$ cat src/rtl/counter_pkg.sv
// counter_pkg: boundary-mode constants and load clamping shared by the counter blocks
package counter_pkg;
  localparam int CNT_WRAP = 0;
  localparam int CNT_SAT = 1;
  // Clamp a requested load value to the top of the count range
  function automatic logic [31:0] clamp_load(input logic [31:0] val, input logic [31:0] max);
    return val > max ? max : val;
  endfunction
endpackage

$ cat src/rtl/tick_prescaler.sv
// tick_prescaler: divides enabled cycles down to a one-cycle count tick
module tick_prescaler #(
  parameter int PRESCALE = 1
) (
  input  logic clk,
  input  logic reset,
  input  logic en,
  input  logic sync_clr,
  output logic tick
);
  localparam int PW = PRESCALE > 1 ? $clog2(PRESCALE) : 1;
  logic [PW-1:0] cnt;
  assign tick = en && cnt == PW'(PRESCALE - 1);
  // Advance only on enabled cycles, restarting the period on tick, clear or load
  always_ff @(posedge clk) begin
    if (reset || sync_clr || tick) cnt <= '0;
    else if (en) cnt <= cnt + PW'(1);
  end
endmodule

$ cat src/rtl/param_counter.sv
// param_counter: prescaled up/down counter with load, clear, wrap/saturate, tc and sticky ovf
module param_counter
  import counter_pkg::*;
#(
  parameter int WIDTH = 8,
  parameter int MAX_VAL = 255,
  parameter int PRESCALE = 1,
  parameter int SAT_MODE = CNT_WRAP
) (
  input  logic             clk,
  input  logic             reset,
  input  logic             en,
  input  logic             up_dn,
  input  logic             load,
  input  logic [WIDTH-1:0] load_val,
  input  logic             clear,
  output logic [WIDTH-1:0] counter,
  output logic             tc,
  output logic             ovf
);
  localparam logic [WIDTH-1:0] MAXV = WIDTH'(MAX_VAL);
  localparam bit SAT = SAT_MODE == CNT_SAT;
  logic tick;
  logic bnd;
  logic [WIDTH-1:0] nxt;
  logic [WIDTH-1:0] load_c;
  tick_prescaler #(.PRESCALE(PRESCALE)) u_pre (
    .clk(clk),
    .reset(reset),
    .en(en),
    .sync_clr(clear | load),
    .tick(tick)
  );
  assign load_c = WIDTH'(clamp_load(32'(load_val), 32'(MAX_VAL)));
  // Next count for a tick; boundary compares stay within WIDTH bits
  always_comb begin
    bnd = up_dn ? counter == MAXV : counter == '0;
    nxt = up_dn ? (bnd ? (SAT ? MAXV : '0) : counter + WIDTH'(1))
                : (bnd ? (SAT ? '0 : MAXV) : counter - WIDTH'(1));
  end
  // Counter, terminal-count pulse and sticky overflow with reset > clear > load > tick
  always_ff @(posedge clk) begin
    if (reset || clear) begin
      counter <= '0;
      tc <= 1'b0;
      ovf <= 1'b0;
    end else if (load) begin
      counter <= load_c;
      tc <= 1'b0;
    end else if (tick) begin
      counter <= nxt;
      tc <= bnd;
      ovf <= ovf | bnd;
    end else tc <= 1'b0;
  end
endmodule

$ cat config.mk
export PLATFORM = sky130hd
export DESIGN_NAME = param_counter
export DESIGN_NICKNAME = d
export VERILOG_FILES = /design/src/rtl/counter_pkg.sv /design/src/rtl/tick_prescaler.sv /design/src/rtl/param_counter.sv
export SDC_FILE = /design/constraint.sdc
export NUM_CORES = 1
export LEC_CHECK = 0
export ABC_CLOCK_PERIOD_IN_PS = 1950
export BUFFER_PORTS_ARGS = -buffer_cell sky130_fd_sc_hd__buf_2
export CORE_MARGIN = 5
export CORE_UTILIZATION = 55
export CTS_BUF_LIST = sky130_fd_sc_hd__clkbuf_2
export DETAILED_ROUTE_END_ITERATION = 10
export PLACE_DENSITY = 0.93
export SLEW_MARGIN = 20
export SYNTH_ARGS = -nofsm -noshare
export SYNTH_HDL_FRONTEND = slang
export SYNTH_SLANG_ARGS = --single-unit
export TNS_END_PERCENT = 5
$ cat constraint.sdc
create_clock -name clk -period 1.95 [get_ports clk]
set_input_delay 0.2925 -clock clk [delete_from_list [all_inputs] [get_ports clk]]
set_output_delay 0.2925 -clock clk [all_outputs]
set_load 0.02 [all_outputs]
After elaboration in Yosys (flattened, before gate mapping)
Cells that the tools add are included.

Word-level logic and storage cells: 27. Output and inout port bits: 10. Flip-flop bits (word level): 11. Input bits: 14.

Add/sub/neg operators: 3. Bitwise logic cells: 5. Reductions and logical operators: 8. Muxes and demuxes: 6. Eq/ne operators: 1.

Operators with widths (number): 8-bit two-way mux (5); 8-bit by 1-bit adder with 8-bit output, second input constant (1); 8-bit equality test, second input constant (1); 8-bit zero test (1); 8-bit by 1-bit subtractor with 8-bit output, second input constant (1); 1-bit logical OR (3); 1-bit NOT (3); 3-bit OR reduction (1); 1-bit bitwise OR (2); 2-bit AND reduction (1); 2-bit nonzero test (1); 1-bit adder, second input constant (1); 1-bit logical AND (1); 1-bit two-way mux (1).

Depth between registers and ports, before layout
Gate-level depths: netlist (run 1).

Depth after elaboration: 6. Gate-level depth with buffers: 8. Gate-level depth less buffers: 7.

Modules after synthesis
A second synthesis (run 1) with hierarchy kept.

Cells, all modules: 121. Area, all modules: 964.7 sq um.

Modules (own cells, without submodules): param_counter (cells an instance 118, area an instance 923.4 sq um, times used 1); tick_prescaler (cells an instance 3, area an instance 41.3 sq um, times used 1).

Least setup slack after synthesis (run 1)
OpenSTA, ideal clock, no wires.

Kind: flip-flop to flip-flop. From: register counter[1]. To: register counter[7]. Setup slack: 0.165 ns. Arrival: 1.651 ns. Stages on the path, launching flop included: 9. Path through: dfxtp_1 clkbuf_1 inv_1 ha_1 nor4b_2 o21ai_0 nor2_1 o32ai_1 a211oi_1.

Longest elaborated chain between the ends: 6. Elaborated cells between the ends (all ways): 10. Those cells by class: add/sub (2); eq/ne (1); mux (6); reduce/logical (1).

Ends and longest elaborated chain: from (decl) (line param_counter.sv:17) `output logic [WIDTH-1:0] counter,`; from (signal assigned) (line param_counter.sv:48) `counter <= load_c;`; from (signal assigned) (line param_counter.sv:51) `counter <= nxt;`; parallel branches: the longest is 3 deep, another holds 8-bit by 1-bit subtractor with 8-bit output; 8-bit two-way mux (*) (line param_counter.sv:38) `nxt = up_dn ? (bnd ? (SAT ? MAXV : '0) : counter + WIDTH'(1))`; 8-bit two-way mux (*) (line param_counter.sv:50) `end else if (tick) begin`; 8-bit two-way mux (*) (line param_counter.sv:47) `end else if (load) begin`.

Every way passes the cells marked *. The select of a mux whose other input is x is not followed. A chain may end at the register's enable or synchronous reset.

Final worst setup path (run 1)
From: register counter[1]. To: register counter[1].

The elaborated chain is that of the path after synthesis.

==> metrics, run 1 <==
Die ar.=2742 um2; CTS tree=yes; die width=52.37 um; Critical R2R Launch=counter[1]$_SDFFE_PP0P_; Area contributors post-synth=dfxtp_1 22%, a21oi_1 7.1%, nor2_1 6.8%; Worst R2R Setup Slack=0.13 ns; WL met2=1201 um; top layer in use=met4; Worst Path Buf+Inv=1; FFs w/ async S/R, synth=0%; WL per Instance=roughly 15 um; Hold Crit Class=primary input to flop; slowest CP cell=dfxtp_1; clock root buffer=clkbuf_2; CP top delay family=simple AND/OR/NAND/NOR gates; register share of total power=45.6%; Final setup viols=0; Worst EP required=2.17 ns; Final Hold Fails=0; switching share of power=36.46%; # clock sinks=11; met1 WL=1048 um; WHS=0.1864 ns; FF-to-FF path depth=7; H-Tree Depth=1; Synth Warn #=0; r2r endpoint=counter[1]$_SDFFE_PP0P_; Leak=0.4291 nW; worst slew pin tran=0.5703 ns; Avg Inst Size Synth=7.653 um2; Tmin final=around 1.8 ns; Synth Net Count=between 100 and 150; num ports=24; status=completed; DRT iter0 DRCs=40; max-slew violation count=0; clk_skew=0.009428 ns; sequential share of the synthesized area=22.31%; global-route wire length before repair=3995 um; clk slew on worst S/H paths=between 0.1 and 0.15 ns; Yosys top cell by area=dfxtp_1; top-count cell post-synth=nor2_1; first-pass detailed-route iteration total=4; maximum vdd drop=between 0.4 and 0.5 mV; min-delay src=en; Worst setup SP type=flop; FMAX=550.7 MHz; placed insts=167; cts hold-fix bufs=0; RSZ-0062 raised after global routing=no; final period utilization=slightly above 90%; Post-DP HPWL=between 1500 and 2000 um; Post-synth EDFFs=0; final setup TNS=0 ns; crit path kind=flop to flop; crit-path cells=inv_1 -> ha_1 -> nor4b_2 -> and2_4 -> nor2_2 -> mux2_2 -> a211oi_2; initial core utilization=57.80%; Clk Latency, worst-skew pair=0.29 ns; Comb pwr share=approximately 29%; CP Max Fanout=10; final net count=164; initial antenna violation count=0; Post-synth top cells=18 x nor2_1, 14 x a21oi_1, 13 x nand2_1; Worst path max stage delay=0.42 ns; vias per std cell=about 6.0; Top FF cell, synth=dfxtp_1; Detail Route Antenna Nets=0; Longest Clk Path Bufs=2; Mapped Cells=between 100 and 150; global route overflow=0; DIE HEIGHT=52.37 um; Setup Fix Bufs, Post-CTS=0; largest net degree at the start of global routing=22; count of buffers from port buffering=23; crit path DAT=2.04 ns; max_cap viols=0; num rows=15; via count=1029; Critical Path Sink Type=flop; Yosys reg bits=11; switching pwr=205.4 uW; P&R area growth vs syn=10.52%; n_diodes=0; slew margin rel.=61.93%; Clk pwr share=between 20% and 30%; vias in the first global route=897; DR WL met3=roughly 170 um; total CTS buffers=3; gr usage total=19.68%; fillers=142; gpl congestion=approximately 0.90; Netlist cell types=between 40 and 50; Core Footprint=1708 um2; layout cell share with drive strength beyond 1=between 20% and 30%; Int Pwr=357.9 uW; DRC=0; Hold EP=u_pre.cnt$_SDFFE_PP0P_; Cell Pwr Density=516.2 nW/um2; Post-Syn Area=987.2 um2; Routed WL=approximately 2500 um; final std cells w/o fill=171; hold depth=2; Yosys top cell area share=around 22%
## cell families after synthesis
| logic type | share of synthesized area (%) |
|---|---|
| XOR/XNOR | 4.437 |
| AO/OA/AOI/OAI | 25.98 |
| AND/OR/NAND/NOR | 32.32 |
| buffers and inverters | 8.872 |
| multiplexers | 2.281 |
| adder cells (fa/ha/maj) | 3.803 |
| flip-flops | 22.31 |
## state kept, by name, summed over array words and instances, names as in the netlist
signal,flops
counter,8
ovf,1
tc,1
u_pre.cnt,1
## how the worst max path moves through the flow
stage / slack, ns / end / cells after the start / start
2_1_floorplan: 0.16 / counter[7]$_SDFFE_PP0P_ / 8 / counter[1]$_SDFFE_PP0P_
3_3_place_gp: 0.23 / counter[6]$_SDFFE_PP0P_ / 5 / counter[1]$_SDFFE_PP0P_
3_5_place_dp: 0.15 / counter[6]$_SDFFE_PP0P_ / 5 / counter[1]$_SDFFE_PP0P_
4_1_cts: 0.12 / counter[6]$_SDFFE_PP0P_ / 5 / counter[1]$_SDFFE_PP0P_
5_1_grt: 0.01 / counter[1]$_SDFFE_PP0P_ / 5 / counter[1]$_SDFFE_PP0P_
6_report: 0.13 / counter[1]$_SDFFE_PP0P_ / 7 / counter[1]$_SDFFE_PP0P_
## what timing repair did
action,4_1_cts,5_1_grt
endpoints found under the hold margin,0,0
resized for setup,0,1
endpoints found under the setup margin,0,2
## power by group through the flow
stage / Sequential, mW / Clock, mW / Combinational (mW)
final: 0.257 / 0.144 / 0.163
after global routing: 0.259 / 0.156 / 0.178
after CTS: 0.256 / 0.145 / 0.161
after detailed placement: 0.262 / 0 / 0.160
after global placement: 0.260 / 0 / 0.155
after floorplan: 0.257 / 0 / 0.127
## final cells by class
class	count	area [um2]	area share (%)
Inverter	2	7.507	0.6881
Clock buffer	4	20.02	1.835
Sequential cell	11	220.2	20.18
Multi-Input combinational cell	104	681.9	62.50
Tap cell	25	31.28	2.867
Timing Repair Buffer	25	130.1	11.93
## through the flow
| step | instance area [um2] | utilization [%] | worst slack [ns] | power (mW) |
|---|---|---|---|---|
| 4_1_cts | 1089 | 63.74 | 0.1184 | 0.5622 |
| 2_1_floorplan | 987.2 | - | 0.1647 | 0.3832 |
| 6_report | 1091 | 63.88 | 0.1342 | 0.5632 |
| 5_1_grt | 1091 | 63.88 | 0.01162 | 0.5930 |
| 3_3_place_gp | 1069 | 62.56 | 0.2273 | 0.4155 |
| 3_5_place_dp | 1069 | 62.56 | 0.1538 | 0.4216 |
## metal layers
metal	up-vias	global-route usage [%]
met3	7	2.849
met2	45	30.79
met1	476	24.27
li1	501	-
met5	-	0
met4	0	14.04
## layout by cell type (no fill, tap or decap), drive strengths merged, types with 3 or more instances in the layout
cell and n:
xor2 3, a21oi 14, nor2 19, a211oi 3
dfxtp 11, o21ai 8, clkbuf 4, ha 3
nand4 3, nand3 4, buf 25, nand2 13
Note: power is estimated with default switching activity, not from simulation.
==> inputs of run 2 (changes only) <==
CORE_MARGIN = 3   (was 5)
==> run 2 against run 1 <==
Worst setup slack improved by 0.025 ns. Flip-flop and latch count stayed put. Die area fell by 15%. Via count increased by 0.87%. Final cell count down 0.58%. Core utilization is 4.5 points higher. Hold slack got worse by 0.0015 ns. Non-clock buffer count unchanged. Combinational power hardly changed. Final area fell by 0.11%. Count of clock-buffer cells in the layout is the same. Highest routed layer unchanged.
==> metrics, run 2 (synthesis gave the netlist of run 1 again) <==
status=completed; maximum vdd drop=0.3035 mV; area of the multi-input gates=679.4 um2; Hold Crit Class=primary input to flop; Comb pwr share=between 20% and 30%; max reg flops=8; FMAX=558.5 MHz; Worst Path Buf+Inv=0; Longest Clk Path Bufs=2; Leak=0.4327 nW; crit-path cells=ha_1 -> nand2_1 -> or3_1 -> a32o_1 -> a211oi_2; Storage cell area=222.7 um2; cts hold-fix bufs=0; gr usage total=a little over a fifth; vias in the first global route=889; final core occ=between 60% and 70%; initial antenna violation count=0; die width=48.37 um; count of buffers from port buffering=23; max_cap viols=0; Most flops, register=counter; WL per Instance=14.38 um; Post-DP HPWL=1806 um; gpl congestion=roughly 0.89; Tmin final=around 1.8 ns; DRC=0; vias per std cell=6.106; min-delay src=en; layout cell share with drive strength beyond 1=28.77%; worst slew pin tran=0.4848 ns; fillers=132; max-slew violation count=0; first-pass detailed-route iteration total=4; final net count=164; Clk Latency, worst-skew pair=0.30 ns; slowest CP cell=dfxtp_1; via count=1038; met2 Usage GRT=35.32%; crit path DAT=2.00 ns; total CTS buffers=3; r2r endpoint=counter[6]$_SDFFE_PP0P_; Worst path max stage delay=0.45 ns; Core Footprint=1594 um2; Final Hold Fails=0; switching share of power=37.16%; commonest non-fill, non-tap cell in the layout=buf_2; Critical R2R Launch=counter[0]$_SDFFE_PP0P_; H-Tree Depth=1; Worst EP required=~2.2 ns; crit path kind=flop to flop; Detail Route Antenna Nets=0; global-route wire length before repair=around 4000 um; Routed WL=2444 um; switching pwr=between 200 and 250 uW; Placed Area=1067 um2; Clk pwr share=26.4%; CP top delay family=compound AO/OA/AOI/OAI gates; GR Util met3=under 10%; num rows=14; clk slew on worst S/H paths=0.15 ns; Worst setup SP type=flop; global route overflow=0; clk_skew=0.02332 ns; most frequent cells in the layout=23 x buf_2, 18 x nor2_1, 14 x a21oi_1; Hold EP=u_pre.cnt$_SDFFE_PP0P_; Die ar.=about 2300 um2; clock root buffer=clkbuf_2; Post-Layout Inst Area=1090 um2; busiest layer in global routing=met2; Final setup viols=0; CP Max Fanout=6; final period utilization=approximately 90%; CTS tree=yes; Critical Path Sink Type=flop; met1 usage=27.55%; num ports=24; hold depth=2; initial core utilization=61.93%; largest net degree at the start of global routing=22; Worst R2R Setup Slack=about 0.16 ns; n_diodes=0; FF-to-FF path depth=5; DRT iter0 DRCs=60; DIE HEIGHT=48.37 um; Int Pwr=~360 uW; Cell Pwr Density=523.0 nW/um2; # clock sinks=11; register share of total power=between 40% and 50%; P&R area growth vs syn=10.39%; slew margin rel.=around 68%
[run 2: stage by stage]
stage	worst slack (ns)	total power [mW]	hold WS (ns)	TNS (ns)	instances
5_1_grt	-0.006860	0.5999	0.1845	-0.006860	170
3_3_place_gp	0.2335	0.4146	0.4436	0	166
4_1_cts	0.08334	0.5625	0.1851	0	170
2_1_floorplan	0.1647	0.3832	0.3692	0	129
3_5_place_dp	0.1391	0.4203	0.4495	0	166
6_report	0.1594	0.5700	0.1849	0	170
[run 2: power groups by stage]
stage / Combinational, mW / Clock, mW / Sequential, mW
after floorplan: 0.127 / 0 / 0.257
after global placement: 0.154 / 0 / 0.260
after detailed placement: 0.159 / 0 / 0.261
after CTS: 0.160 / 0.146 / 0.256
after global routing: 0.178 / 0.161 / 0.260
final: 0.162 / 0.151 / 0.257
[run 2: repair_timing]
action | CTS | global route
setup buffers | 0 | 0
setup endpoints to repair | 0 | 3
resized for setup | 0 | 2
[run 2: worst max path at each step]
stage,start,depth (start not counted),end,slack [ns]
global route,counter[1]$_SDFFE_PP0P_,5,counter[1]$_SDFFE_PP0P_,-0.007
floorplan,counter[1]$_SDFFE_PP0P_,8,counter[7]$_SDFFE_PP0P_,0.16
detailed placement,counter[1]$_SDFFE_PP0P_,5,counter[6]$_SDFFE_PP0P_,0.14
CTS,counter[1]$_SDFFE_PP0P_,5,counter[1]$_SDFFE_PP0P_,0.08
global placement,counter[1]$_SDFFE_PP0P_,5,counter[6]$_SDFFE_PP0P_,0.23
finish,counter[0]$_SDFFE_PP0P_,5,counter[6]$_SDFFE_PP0P_,0.16
[run 2: metal layers]
layer  share of wire [%]  routed length [um]
met2                  47                1148
met5                   0                   0
met4                 2.0                  48
met1                  42                1025
met3                 9.1                 222
[run 2: cell type report]
cell class / instances / share of cell area, %
Multi-Input combinational cell: 104 / 62.34
Timing Repair Buffer: 25 / 11.94
Inverter: 2 / 0.6889
Clock buffer: 4 / 1.837
Tap cell: 24 / 2.755
Sequential cell: 11 / 20.44
